==> src/rtl/fir_filter.sv <==
// Direct-form FIR filter for unsigned samples with a live, unlatched coefficient vector.
// One sample in and one saturated, registered sample out on every clock.
module fir_filter #(
   parameter int unsigned IPL = 4,
   parameter int unsigned CEL = 4,
   parameter int unsigned OPL = 6,
   parameter int unsigned IPD = 5
) (
   input  logic                 clk,
   input  logic                 rst,
   input  logic [IPL-1:0]       X,
   input  logic [CEL*IPD-1:0]   c,
   output logic [OPL-1:0]       Y
);

   localparam int unsigned PRD_W = IPL + CEL;
   localparam int unsigned ACC_W = PRD_W + $clog2(IPD);

   logic [IPL-1:0]   dly [1:IPD-1];
   logic [ACC_W-1:0] acc_c;
   logic [OPL-1:0]   sat_c;

   // Tap 0 uses the live input; the remaining taps use the pre-edge delay line.
   always_comb begin
      acc_c = ACC_W'(PRD_W'(c[0 +: CEL]) * PRD_W'(X));
      for (int k = 1; k < int'(IPD); k++) begin
         acc_c = acc_c + ACC_W'(PRD_W'(c[k*CEL +: CEL]) * PRD_W'(dly[k]));
      end
   end

   // Clamp to full scale instead of wrapping.
   if (ACC_W > OPL) begin : g_sat
      assign sat_c = (|acc_c[ACC_W-1:OPL]) ? '1 : acc_c[OPL-1:0];
   end else begin : g_nosat
      assign sat_c = OPL'(acc_c);
   end

   always_ff @(posedge clk) begin
      if (rst) begin
         for (int k = 1; k < int'(IPD); k++) begin
            dly[k] <= '0;
         end
         Y <= '0;
      end else begin
         dly[1] <= X;
         for (int k = 2; k < int'(IPD); k++) begin
            dly[k] <= dly[k-1];
         end
         Y <= sat_c;
      end
   end

endmodule

==> config.mk <==
export PLATFORM = sky130hd
export DESIGN_NAME = fir_filter
export DESIGN_NICKNAME = d
export VERILOG_FILES = /design/src/rtl/fir_filter.sv
export SDC_FILE = /design/constraint.sdc
export NUM_CORES = 1
export LEC_CHECK = 0
export CORE_MARGIN = 2
export CORE_UTILIZATION = 60
export DETAILED_ROUTE_END_ITERATION = 10
export GPL_ROUTABILITY_DRIVEN = 0
export PLACE_DENSITY_LB_ADDON = 0.2
export SYNTH_ARGS = -nofsm -noshare
export SYNTH_HDL_FRONTEND = slang
export SYNTH_SLANG_ARGS = --single-unit
==> constraint.sdc <==
create_clock -name clk -period 9.9 [get_ports clk]
set_input_delay 2.475 -clock clk [delete_from_list [all_inputs] [get_ports clk]]
set_output_delay 2.475 -clock clk [all_outputs]
set_load 0.1 [all_outputs]
==> impl_metrics.json, run 1 <==
{
  "start_util": 0.627,
  "layout_min_cycle_time_ps": 8220,
  "final_cell_mix": "inv_1 (96), and2_1 (62), fa_1 (62)",
  "p_comb_frac": 0.685,
  "root_buffer": "clkbuf_8",
  "hold_viol": 0,
  "fill_cells": 436,
  "ys_ff_latch": 22,
  "syn_avg_cell_area_sq_um": 9.65,
  "grtUsageTotal": 0.237,
  "slew_headroom": 0.352,
  "hp-class": "reg2reg",
  "drc": 0,
  "cts_buffer_depth": 2,
  "clk_pin_slew_ps": 100,
  "grt_antenna_before_repair": 0,
  "cts-buffers-inserted": 3,
  "synth_seq_area_share": 0.126,
  "setup_viol": 0,
  "synth_fp_nets": 499,
  "syn_area_sq_mm": 0.00349,
  "grt_overflow_total": 0,
  "p_leak_nw": 1.98,
  "grt_first_pass_wirelength_um": 11700,
  "maxSlewViolCount": 0,
  "finClkSkew_ps": 13.9,
  "dp_hpwl_um": 5880,
  "timing.fmax_ghz": 0.122,
  "critPathLaunchType": "input port",
  "p_int_w": 0.000323,
  "insertion_delay_ps": 280,
  "die_w_um": 80.3,
  "cts_tree": "built",
  "diodes": 0,
  "dieHeight_um": 80.3,
  "switching_share": 0.489,
  "stdcell_area_sq_mm": 0.00396,
  "drt_iter0_drc": 109,
  "fin_nets": 533,
  "powerDensity_mw_per_mm2": 160,
  "status": "complete, no violations",
  "holdWs_ps": 516,
  "drtPass1Iterations": 4,
  "ys.warnings.count": 0,
  "clock_sinks": 22,
  "r2r_start": "dly[0][13]",
  "crit_fanout": 6,
  "postCtsHoldBufs": 0,
  "crit_required_ps": 10010,
  "syn_inst": 362,
  "cts_setup_buffers": 0,
  "setup_tns_ps": 0,
  "core_sq_mm": 0.00557,
  "synthTopCellsByArea": "fa_1 (36%), ha_1 (18%), dfxtp_1 (13%), and2_1 (11%), inv_1 (10%)",
  "arrival_ps": 8330,
  "io_pins": 32,
  "post-route-period-util": 0.830,
  "tightestPinTransition_ps": 969,
  "drive_gt1_frac": 0.0228,
  "portBuffers": 31,
  "wl_um": 6720,
  "synth_top_cell_by_area": "fa_1",
  "dieArea_sq_mm": 0.00645,
  "startpoint": "c[9]",
  "p_sw_w": 0.000309,
  "clkPwrFrac": 0.141,
  "post_drt_via_cell_ratio": 5.20,
  "critPathKind": "in2reg",
  "seq_power_share": 0.175,
  "grt_max_degree": 23,
  "vias": 2430,
  "end_kind": "register",
  "synthDistinctLibCells": 28,
  "wl_per_cell_um": 14.4,
  "rows": 27,
  "min-delay-start": "dly[0][7]",
  "first_global_vias": 2591,
  "cts_max_level": 1,
  "mostFrequentLayoutCell": "inv_1",
  "placed_area_sq_mm": 0.00389,
  "postRouteAntennaNets": 0,
  "synth.top_cell.area_share": 0.355,
  "rsz0062_at_grt": "no",
  "max_cap_violations": 0,
  "area_growth_pct": 13.3,
  "ir_drop_v": 0.000269,
  "cts_resized": 0
}
## cells by family (layout without fill, tap and decap cells)
kind of cell / Yosys count / after routing / share of synthesized area
compound gates: 22 / 22 / 0.0505
xor+xnor: 3 / 3 / 0.00752
fa+ha+maj: 111 / 111 / 0.531
buf+inv: 98 / 131 / 0.105
flops: 22 / 22 / 0.126
mux: 2 / 2 / 0.00609
simple gates: 104 / 104 / 0.174
## cell type report
cell class,count,area [sq um],area share
clock inverter,1,30.0,0.00759
inverter,96,360,0.0911
multi-input combinational,242,2690,0.678
timing repair buffer,31,310,0.0784
clock buffer,3,41.3,0.0104
sequential,22,440,0.111
tap,72,90.1,0.0228
## power groups by stage
stage	clock (W)	combinational, W	sequential (W)
global route	0.0000930	0.000479	0.000112
floorplan	0	0.000251	0.000201
detailed placement	0	0.000432	0.000112
CTS	0.0000896	0.000435	0.000110
finish	0.0000890	0.000432	0.000110
global placement	0	0.000424	0.000112
## stage by stage
stage,std cells,power [W],setup WS (ps),util
floorplan,362,0.000453,2170,-
global placement,463,0.000536,1440,0.697
detailed placement,463,0.000544,1400,0.697
CTS,467,0.000635,1660,0.710
global route,467,0.000684,1420,0.710
finish,467,0.000632,1680,0.710
## cells in the mapped netlist (all sizes together)
cell type   n
mux2        1
and3        1
nor2b      16
or3         1
o21ai       3
a21o        3
nand4       1
ha         49
and2       62
inv        96
a221oi      1
fa         62
and4bb      1
nand2      19
mux2i       1
a211oi      1
a21boi      1
nor2        3
clkbuf      2
dfxtp      22
o211ai      1
o21bai      1
a22oi       1
xor2        1
a31oi       7
xnor2       2
a21oi       3
## critical path: stages
cell and delay, ps:
clkdlybuf4s50_1 470, and2_1 210, fa_1 530, inv_1 50, fa_1 530, inv_1 60
fa_1 510, fa_1 430, fa_1 500, inv_1 60, fa_1 530, inv_1 60
fa_1 470, ha_1 360, a21o_1 210, a221oi_2 250, mux2i_1 100, and4bb_1 410
a31oi_1 120
## state kept, by name, indices dropped and copies added (netlist names)
signal,flops
dly,16
Y,6
## final timing paths
path                      to  slack (ps)  cells past startpoint
setup / recovery        Y[3]        1680                     19
hold / removal    dly[0][11]         520                      1
setup reg to reg        Y[3]        4010                     18
hold reg to reg   dly[0][11]         520                      1
## routing by layer
| metal | vias up | part of all wire | global-route usage |
|---|---|---|---|
| met5 | - | 0 | 0 |
| met2 | 61 | 0.47 | 0.382 |
| li1 | 1148 | - | - |
| met3 | 11 | 0.050 | 0.0180 |
| met4 | 0 | 0.018 | 0.0576 |
| met1 | 1210 | 0.47 | 0.351 |
Note: power is estimated with default switching activity, not from simulation.
==> inputs of run 2 (changes only) <==
==> constraint.sdc (replaced) <==
create_clock -name clk -period 7.8 [get_ports clk]
set_input_delay 1.95 -clock clk [delete_from_list [all_inputs] [get_ports clk]]
set_output_delay 1.95 -clock clk [all_outputs]
set_load 0.1 [all_outputs]
==> impl_metrics.json, run 2 (same netlist as run 1, synthesis figures left out) <==
{
  "cts-buffers-inserted": 3,
  "hold_viol": 0,
  "grt_max_degree": 23,
  "max_stage_delay_ps": 540,
  "hp-class": "reg2reg",
  "layout_min_cycle_time_ps": 7590,
  "first_global_vias": 2565,
  "rr_endpoint": "Y[5]",
  "grt_first_pass_wirelength_um": 12000,
  "area_growth_pct": 16.5,
  "path_cells": "clkdlybuf4s50_1, and2_1, fa_1, inv_1, fa_1, fa_1, inv_1, fa_1, fa_1, inv_1, fa_1, inv_1, fa_1, ha_1, o211ai_1, o21bai_2, or3_4, a31oi_4, a31oi_1",
  "tightestPinTransition_ps": 976,
  "rows": 27,
  "seq_area_sq_um": 440,
  "worst_slack_ps": 214,
  "drtPass1Iterations": 4,
  "fin_nets": 547,
  "crit_path_frequent_cell": "fa_1",
  "use_met1": 0.363,
  "cts_tree": "built",
  "rr_worst_depth": 18,
  "grt_use_met2": 0.400,
  "drc": 0,
  "wl_per_cell_um": 14.5,
  "setup_viol": 0,
  "drt_iter0_drc": 80,
  "layoutNonFillerInstCount": 481,
  "io_pins": 32,
  "finClkSkew_ps": 8.28,
  "min-delay-start": "dly[0][6]",
  "vias": 2399,
  "final_cell_mix": "inv_1 (96), and2_1 (62), fa_1 (62)",
  "cts_max_level": 1,
  "dp_hpwl_um": 6230,
  "end_kind": "register",
  "final_core_util": 0.730,
  "post-route-period-util": 0.973,
  "crit_fanout": 6,
  "drive_gt1_frac": 0.0611,
  "multi_input_comb_area_sq_mm": 0.00269,
  "r2r_start": "dly[0][12]",
  "cts_buffer_depth": 2,
  "placedCellCount": 477,
  "die_w_um": 80.3,
  "start_util": 0.627,
  "post_drt_via_cell_ratio": 4.99,
  "cts_setup_buffers": 0,
  "holdPathEnd": "dly[0][10]",
  "dieHeight_um": 80.3,
  "largestRegisters": "dly x16, Y x6",
  "busiest_layer": "met2",
  "grtUsageTotal": 0.249,
  "root_buffer": "clkbuf_8",
  "post-place-ws_ps": -90.8,
  "status": "complete, no violations",
  "max_cap_violations": 0,
  "grt_antenna_before_repair": 0,
  "clk_pin_slew_ps": 90,
  "p_leak_nw": 2.07,
  "crit_required_ps": 7920,
  "stdcell_area_sq_mm": 0.00407,
  "cts_resized": 0,
  "hold_depth": 1,
  "powerDensity_mw_per_mm2": 205,
  "ir_drop_v": 0.000320,
  "grt_overflow_total": 0,
  "wl_um": 6990,
  "maxSlewViolCount": 0,
  "dieArea_sq_mm": 0.00645,
  "placed_area_sq_mm": 0.00399,
  "postCtsHoldBufs": 0,
  "postRouteAntennaNets": 0,
  "diodes": 0,
  "critPathKind": "in2reg",
  "critPathSlowestCell": "fa_1",
  "fin_total_pwr_w": 0.000834,
  "regMostFlops": "dly",
  "slew_headroom": 0.347,
  "clock_sinks": 22,
  "arrival_ps": 7710,
  "portBuffers": 31,
  "use_met3": 0.0292,
  "core_sq_mm": 0.00557,
  "insertion_delay_ps": 270,
  "timing.fmax_ghz": 0.132,
  "fill_cells": 436,
  "largest_reg_flops": 16,
  "mostFrequentLayoutCell": "inv_1",
  "rrSetupSlack_ps": 2010,
  "critPathLaunchType": "input port"
}
==> run 2: cell types whose count changed in the layout (fill, tap and decap cells not counted), sizes merged <==
cell	before	now
buf	0	14
clkdlybuf4s50	31	29
dlymetal6s2s	0	2
==> run 2: through the flow <==
| step | TNS (ps) | hold slack [ps] |
|---|---|---|
| floorplan | 0 | 468 |
| global placement | -13.4 | 502 |
| detailed placement | -484 | 508 |
| CTS | 0 | 520 |
| global route | -36.0 | 549 |
| finish | 0 | 520 |
==> run 2: how the worst max path moves through the flow <==
stage	endpoint	from
after floorplan	Y[0]	c[15]
final	Y[5]	c[15]
after global routing	Y[2]	c[15]
after global placement	Y[2]	c[15]
after CTS	Y[2]	c[15]
after detailed placement	Y[5]	c[15]
==> run 2: final cells by class <==
class                   instances  area share
clock inverters                 1     0.00738
flip-flops and latches         22       0.108
inverters                      96      0.0885
repair buffers                 45       0.103
clock buffers                   3      0.0101
multi-input cells             242       0.660
well taps                      72      0.0221
==> run 2: power breakdown <==
part | leakage [nW] | internal [W] | switching (W) | total [W]
registers | 0.182 | 0.000132 | 0.00000809 | 0.000140
logic | 1.85 | 0.000231 | 0.000352 | 0.000583
clock network | 0.0357 | 0.0000687 | 0.0000416 | 0.000110
total | 2.07 | 0.000432 | 0.000402 | 0.000834
==> run 2: layer usage <==
metal  vias to the layer above  wire [um]  share of wire
met5                         -          0              0
met4                         0         95          0.014
met3                         9        281          0.040
met2                        38       3340           0.48
met1                      1177       3270           0.47
li1                       1175          -              -
==> run 2: critical path, delay by kind of cell <==
| family | cells | cell delay, ps |
|---|---|---|
| AO/OA/AOI/OAI | 4 | 670 |
| adder cells (fa/ha/maj) | 8 | 3820 |
| buffers and inverters | 5 | 670 |
| AND/OR/NAND/NOR | 2 | 590 |
==> inputs of run 3 (changes only) <==
--- a/config.mk
+++ b/config.mk
@@ -6,10 +6,12 @@
 export NUM_CORES = 1
 export LEC_CHECK = 0
 export CORE_MARGIN = 2
-export CORE_UTILIZATION = 60
+export CORE_UTILIZATION = 61
+export CTS_BUF_LIST = sky130_fd_sc_hd__clkbuf_4 sky130_fd_sc_hd__clkbuf_8
 export DETAILED_ROUTE_END_ITERATION = 10
 export GPL_ROUTABILITY_DRIVEN = 0
 export PLACE_DENSITY_LB_ADDON = 0.2
+export RECOVER_POWER = 100
 export SYNTH_ARGS = -nofsm -noshare
 export SYNTH_HDL_FRONTEND = slang
 export SYNTH_SLANG_ARGS = --single-unit
==> impl_metrics.json, run 3 (same netlist as run 1, synthesis figures left out) <==
{
  "status": "complete, no violations",
  "finClkSkew_ps": 5.25,
  "setup_viol": 0,
  "fin_total_pwr_w": 0.000830,
  "root_buffer": "clkbuf_8",
  "post-place-ws_ps": -145,
  "setup_tns_ps": 0,
  "postCtsHoldBufs": 0,
  "dieHeight_um": 79.7,
  "first_global_vias": 2712,
  "final_core_util": 0.738,
  "grt_overflow_total": 0,
  "slew_headroom": 0.338,
  "crit_path_frequent_cell": "fa_1",
  "cp.buffers_inverters": 5,
  "layout_min_cycle_time_ps": 7580,
  "critPathKind": "in2reg",
  "clk_pin_slew_ps": 100,
  "cts_max_level": 1,
  "rows": 27,
  "insertion_delay_ps": 280,
  "post_drt_via_cell_ratio": 5.17,
  "arrival_ps": 7710,
  "grt_first_pass_wirelength_um": 12500,
  "critPathSlowestCell": "fa_1",
  "final_cell_mix": "inv_1 (96), fa_1 (62), and2_1 (61)",
  "postRouteAntennaNets": 0,
  "crit_required_ps": 7930,
  "p_leak_nw": 2.06,
  "hp-class": "reg2reg",
  "placed_area_sq_mm": 0.00398,
  "post-route-period-util": 0.972,
  "critPathTopFamily": "adder cells",
  "io_pins": 32,
  "portBuffers": 31,
  "start_util": 0.634,
  "rsz0062_at_grt": "no",
  "grt_max_degree": 23,
  "end_kind": "register",
  "cts-buffers-inserted": 3,
  "stdcell_area_sq_mm": 0.00406,
  "worst_slack_ps": 216,
  "core_sq_mm": 0.00551,
  "max_stage_delay_ps": 530,
  "multi_input_comb_area_sq_mm": 0.00269,
  "powerDensity_mw_per_mm2": 204,
  "cts_resized": 0,
  "regMostFlops": "dly",
  "seq_area_sq_um": 440,
  "largestRegisters": "dly x16, Y x6",
  "mostFrequentLayoutCell": "inv_1",
  "max_cap_violations": 0,
  "hold_viol": 0,
  "timing.fmax_ghz": 0.132,
  "clock_sinks": 22,
  "grt_antenna_before_repair": 0,
  "drtPass1Iterations": 4,
  "cts_buffer_depth": 2,
  "cts_setup_buffers": 0,
  "cts_tree": "built",
  "area_growth_pct": 16.3,
  "tightestPinTransition_ps": 990,
  "drive_gt1_frac": 0.0588,
  "critPathLaunchType": "input port",
  "drt_iter0_drc": 71,
  "drc": 0,
  "diodes": 0,
  "grtUsageTotal": 0.264,
  "fin_nets": 546,
  "crit_fanout": 6,
  "dp_hpwl_um": 6460,
  "dieArea_sq_mm": 0.00635,
  "fill_cells": 412,
  "die_w_um": 79.7,
  "wl_per_cell_um": 15.1,
  "vias": 2482,
  "largest_reg_flops": 16,
  "maxSlewViolCount": 0,
  "path_cells": "clkdlybuf4s50_1, and2_0, fa_1, inv_1, fa_1, fa_1, inv_1, fa_1, fa_1, inv_1, fa_1, inv_1, fa_1, ha_1, o211ai_1, o21bai_2, or3_4, a31oi_4, a31oi_1",
  "wl_um": 7260,
  "ir_drop_v": 0.000376
}
[run 3: changes by cell type in the layout (fill, tap and decap cells not counted)]
cell / change
and2_0: +1
dlygate4sd3_1: +7
and2_1: -1
clkdlybuf4s50_1: -6
dlymetal6s2s_1: -1
buf_4: -1
[run 3: path summary, 6_finish.rpt]
check | from | end | slack (ps) | depth (start not counted)
worst max-delay path | c[14] | Y[1] | 220 | 19
worst min-delay path | dly[0][4] | dly[0][8] | 520 | 1
worst max register to register | dly[0][11] | Y[1] | 2000 | 18
worst min register to register | dly[0][4] | dly[0][8] | 520 | 1
[run 3: cell type report]
cell class | instances | share of cell area
clock buffer | 3 | 0.0102
clock inverter | 1 | 0.00739
inverter | 96 | 0.0887
multi-input combinational | 242 | 0.662
sequential | 22 | 0.108
tap | 72 | 0.0222
timing repair buffer | 44 | 0.101
[run 3: routing by layer]
metal  part of all wire  global-route usage  vias up
met5                  0                   0        -
met4              0.028              0.0879        0
met3              0.034              0.0351       16
met2               0.48               0.429       49
met1               0.45               0.367     1242
li1                   -                   -     1175
[run 3: power breakdown]
group / switching [W] / internal [W] / leakage, nW / total [W]
Combinational: 0.000351 / 0.000226 / 1.84 / 0.000577
Clock: 0.0000457 / 0.0000688 / 0.0357 / 0.000115
Sequential: 0.00000672 / 0.000132 / 0.182 / 0.000138
Total: 0.000403 / 0.000426 / 2.06 / 0.000830
[run 3: metrics by stage]
step	hold slack [ps]	cells
6_report	518	480
3_3_place_gp	500	476
3_5_place_dp	504	476
4_1_cts	518	480
2_1_floorplan	468	362
5_1_grt	539	480
